<file path="src/rtl/deadtime_monitor.sv">
// deadtime_monitor: half-bridge gate-drive checker for shoot-through and short dead time
module deadtime_monitor #(
  parameter int MIN_DEAD = 30,
  parameter int CNT_W = 6
) (
  input  logic             clk,
  input  logic             rst,
  input  logic             highIn,
  input  logic             lowIn,
  input  logic             clr_fault,
  output logic             overlap_flt,
  output logic             dead_short_flt,
  output logic             fault,
  output logic             dead_vld,
  output logic [CNT_W-1:0] last_dead,
  output logic [CNT_W-1:0] min_dead,
  output logic [7:0]       flt_cnt
);
  localparam logic [CNT_W-1:0] MIN_V = CNT_W'(MIN_DEAD);
  typedef enum logic [1:0] {DEAD = 2'b00, ON_L = 2'b01, ON_H = 2'b10, OVERLAP = 2'b11} state_t;
  state_t st, nxt;
  logic h_q, l_q, armed, to_on, swap, rpt, ovl_hit, short_hit, any_hit;
  logic [CNT_W-1:0] cnt, rpt_val, min_base;
  always_comb begin
    nxt = state_t'({h_q, l_q});
    to_on = (nxt == ON_H || nxt == ON_L) && nxt != st;
    swap = (st == ON_H && nxt == ON_L) || (st == ON_L && nxt == ON_H);
    rpt = (st == DEAD && to_on) || swap;
    rpt_val = swap ? '0 : cnt;
    ovl_hit = nxt == OVERLAP && st != OVERLAP;
    short_hit = rpt && armed && rpt_val < MIN_V;
    any_hit = ovl_hit || short_hit;
    min_base = clr_fault ? '1 : min_dead;
  end
  always_ff @(posedge clk) begin
    if (rst) begin
      st <= DEAD;
      cnt <= '0;
      armed <= 1'b0;
      h_q <= 1'b0;
      l_q <= 1'b0;
      overlap_flt <= 1'b0;
      dead_short_flt <= 1'b0;
      dead_vld <= 1'b0;
      last_dead <= '0;
      min_dead <= '1;
      flt_cnt <= '0;
    end else begin
      h_q <= highIn;
      l_q <= lowIn;
      st <= nxt;
      cnt <= nxt != DEAD ? cnt : st != DEAD ? CNT_W'(1) : &cnt ? cnt : cnt + 1'b1;
      armed <= armed | to_on;
      dead_vld <= rpt;
      last_dead <= rpt ? rpt_val : last_dead;
      min_dead <= rpt && armed && rpt_val < min_base ? rpt_val : min_base;
      overlap_flt <= ovl_hit | (overlap_flt & ~clr_fault);
      dead_short_flt <= short_hit | (dead_short_flt & ~clr_fault);
      flt_cnt <= clr_fault ? {7'd0, any_hit} : flt_cnt + {7'd0, any_hit & ~&flt_cnt};
    end
  end
  assign fault = overlap_flt | dead_short_flt;
endmodule
</file>
<file path="config.mk">
export PLATFORM = sky130hd
export DESIGN_NAME = deadtime_monitor
export DESIGN_NICKNAME = d
export VERILOG_FILES = /design/src/rtl/deadtime_monitor.sv
export SDC_FILE = /design/constraint.sdc
export NUM_CORES = 1
export LEC_CHECK = 0
export BUFFER_PORTS_ARGS = -buffer_cell sky130_fd_sc_hd__buf_2
export CORE_ASPECT_RATIO = 0.7
export CORE_MARGIN = 5
export CORE_UTILIZATION = 35
export DETAILED_ROUTE_END_ITERATION = 12
export PLACE_DENSITY_LB_ADDON = 0.1
export RECOVER_POWER = 100
export SETUP_SLACK_MARGIN = 0.02
export SYNTH_ARGS = -nofsm -noshare
export SYNTH_HDL_FRONTEND = slang
export SYNTH_SLANG_ARGS = --single-unit
export TNS_END_PERCENT = 30
</file>
<file path="constraint.sdc">
create_clock -name clk -period 2.3 [get_ports clk]
set_input_delay 0.23 -clock clk [delete_from_list [all_inputs] [get_ports clk]]
set_output_delay 0.23 -clock clk [all_outputs]
set_load 0.02 [all_outputs]
</file>
==> flow_metrics.tcl <==
set metrics [dict create \
    outcome "complete, no violations" \
    cts_max_level 2 \
    crit_path_end_kind "register" \
    syn-num-nets 205 \
    cts_root_buf "clkbuf_8" \
    design.die.area_um2 6380 \
    mostFrequentLayoutCell "nor2_1" \
    initialDrtViolationCount 85 \
    synth-seq-area-share_pct 40.0 \
    setup_viol 0 \
    rr_endpoint "min_dead[2]" \
    rsz0062_at_grt "true" \
    cp.required_ps 2520 \
    synth.ff_latch_count 34 \
    crit_path_max_fanout 5 \
    numCtsBuffers 5 \
    crit_path_start "h_q" \
    grt_max_degree 32 \
    wirelength_um 4210 \
    min_to "l_q" \
    antenna_found_initial 0 \
    min_period_ps 2270 \
    vdd_ir_drop_max_mv 0.364 \
    holdPathStages 2 \
    n_antenna_cell 0 \
    gp_congestion 0.784 \
    syn-cell-area_um2 1700 \
    crit_type "register to register" \
    maxSlewViolCount 0 \
    cts_tree "yes" \
    power_per_cell_area_nw_per_um2 544 \
    leakage_nw 0.857 \
    drcViolationCount 0 \
    fmax_ghz 0.440 \
    rrSetupSlack_ps 30 \
    worst_slew_pin_slew_ps 556 \
    vias 1485 \
    fin_crit_sh_pct 98.8 \
    die_h_um 68.4 \
    antenna_left 0 \
    portBuffers 28 \
    cap_viol_max_count 0 \
    hold_start "lowIn" \
    power.total_w 0.00122 \
    gr-total-overflow 0 \
    vias_per_cell 4.84 \
    core_um2 4760 \
    relSlewSlack_pct 62.9 \
    die_w_um 93.4 \
    synth_cells 188 \
    final_cell_mix "nor2_1 (34), dfxtp_1 (32), clkbuf_1 (25)" \
    yosysUniqueCellTypes 40 \
    cts_sinks 34 \
    start_kind "register" \
    finalHoldViolCount 0 \
    ys_warn_count 0 \
    arrival_ps 2490 \
    drt_pass1_iterations 4 \
    rows 21 \
    cts_buffer_depth 2 \
    hpwl_um 3080 \
    wl_per_cell_um 13.7 \
    final_nets 254 \
    grt_pass1_vias 1579 \
    synth_area_per_cell_um2 9.06 \
    grt_pass1_wl_um 7310 \
    ios 29 \
    layout-drive-gt1-share_pct 26.9 \
    syn2layout_area_growth_pct 31.7 \
    reg2regPathDepth 11 \
    r2r-start "h_q" \
    holdCritPathClass "primary input to register" \
    insertion_delay_ps 280 \
    dpl_worst_slack_ps -105 \
    start_util_pct 35.8 \
    fin_skew_ps 8.20 \
    cts.clk_slew.worst_paths_ps 70 \
    grtUsageTotal_pct 14.5 \
    setup_slack_ps 27.9 \
]
state kept, by name, summed over array words and instances, names as in the netlist:
name / count
overlap_flt: 1
l_q: 1
flt_cnt: 8
armed: 1
h_q: 1
cnt: 6
st: 2
last_dead: 6
min_dead: 6
dead_vld: 1
dead_short_flt: 1
cells by family after synthesis:
logic type	Yosys count	synth area share (%)
simple gates	83	24.2
compound gates	35	17.0
flops	34	40.0
fa+ha+maj	12	8.82
buf+inv	11	2.87
xor+xnor	8	4.11
mux	5	2.94
synth_stat cells:
cell type	number	area, µm²
inv_1	5	18.8
a31oi_4	1	21.3
clkbuf_1	5	18.8
a21oi_2	1	8.76
buf_6	1	11.3
mux2i_1	5	50.1
or3_1	2	12.5
nand3_1	7	35.0
o211ai_4	1	21.3
and4_1	1	8.76
o21bai_1	1	7.51
nor2_2	1	6.26
nor4bb_1	1	10.0
xor2_1	5	43.8
nor3_1	8	40.0
a21o_1	2	15.0
nand2b_1	3	18.8
a31o_2	1	8.76
dfxtp_1	34	681
or2_2	2	12.5
o21a_1	2	15.0
a41oi_4	1	27.5
nand4_1	3	18.8
a22oi_1	6	45.0
o21ai_2	2	17.5
and4bb_4	1	16.3
o211ai_1	1	7.51
o21ai_0	4	20.0
a21boi_1	1	7.51
a21oi_1	7	35.0
nor2b_1	3	18.8
nand3b_1	1	7.51
ha_1	12	150
xnor2_1	3	26.3
nand2_1	7	26.3
and2_1	4	25.0
o211a_1	1	10.0
a211oi_1	3	22.5
and3_1	4	25.0
nor2_1	35	131
final cells by class:
class                      instances  area [µm²]
sequential                        34         688
tap                               69        86.3
fill                             484        2510
clock inverter                     1        5.00
inverter                           5        23.8
clock buffer                       7        86.3
multi-input combinational        143        1090
timing repair buffer              48         260
power breakdown:
group          internal [W]  leakage, nW  switching (W)  total, W
Combinational     0.0000620        0.531      0.0000781  0.000140
Clock              0.000242       0.0482       0.000214  0.000456
Sequential         0.000603        0.277      0.0000219  0.000625
Total              0.000907        0.857       0.000314   0.00122
per-layer routing:
metal	share of wire (%)	track usage, %	routed length (µm)	vias to the layer above
li1	-	-	-	761
met1	48	18.2	2000	696
met2	48	24.0	2010	24
met3	4.0	3.96	167	4
met4	0.69	5.30	29	0
met5	0	0	0	-
what timing repair did:
action / in CTS / in global routing
endpoints found under the setup margin: 6 / 10
hold buffers: 0 / 0
pin swaps: 8 / 10
setup buffers: 3 / 0
resized for setup: 22 / 7
through the flow:
| step | setup TNS [ps] | util (%) | area [µm²] | hold slack [ps] | std cells |
|---|---|---|---|---|---|
| after global routing | -401 | 47.2 | 2240 | 160 | 307 |
| after detailed placement | -484 | 42.7 | 2030 | 447 | 296 |
| after global placement | -186 | 42.7 | 2030 | 446 | 296 |
| after CTS | -1.21 | 47.4 | 2250 | 153 | 307 |
| after floorplan | 0 | - | 1710 | 358 | 188 |
| final | 0 | 47.2 | 2240 | 163 | 307 |
worst max-delay path by stage:
| stage | slack [ps] | end |
|---|---|---|
| finish | 30 | min_dead[2] |
| global route | -80 | min_dead[2] |
| CTS | -1 | min_dead[2] |
| detailed placement | -110 | min_dead[2] |
| global placement | -40 | min_dead[3] |
| floorplan | 30 | min_dead[1] |
worst max-delay path, cell delays in order, from the launching register on:
cell	delay, ps
dfxtp_4	370
inv_4	70
ha_4	130
nand2_4	50
o21a_4	220
and2_4	170
ha_4	210
a21o_1	170
a21oi_2	210
o211ai_4	110
a31oi_4	270
mux2i_1	210
Note: power is estimated with default switching activity, not from simulation.
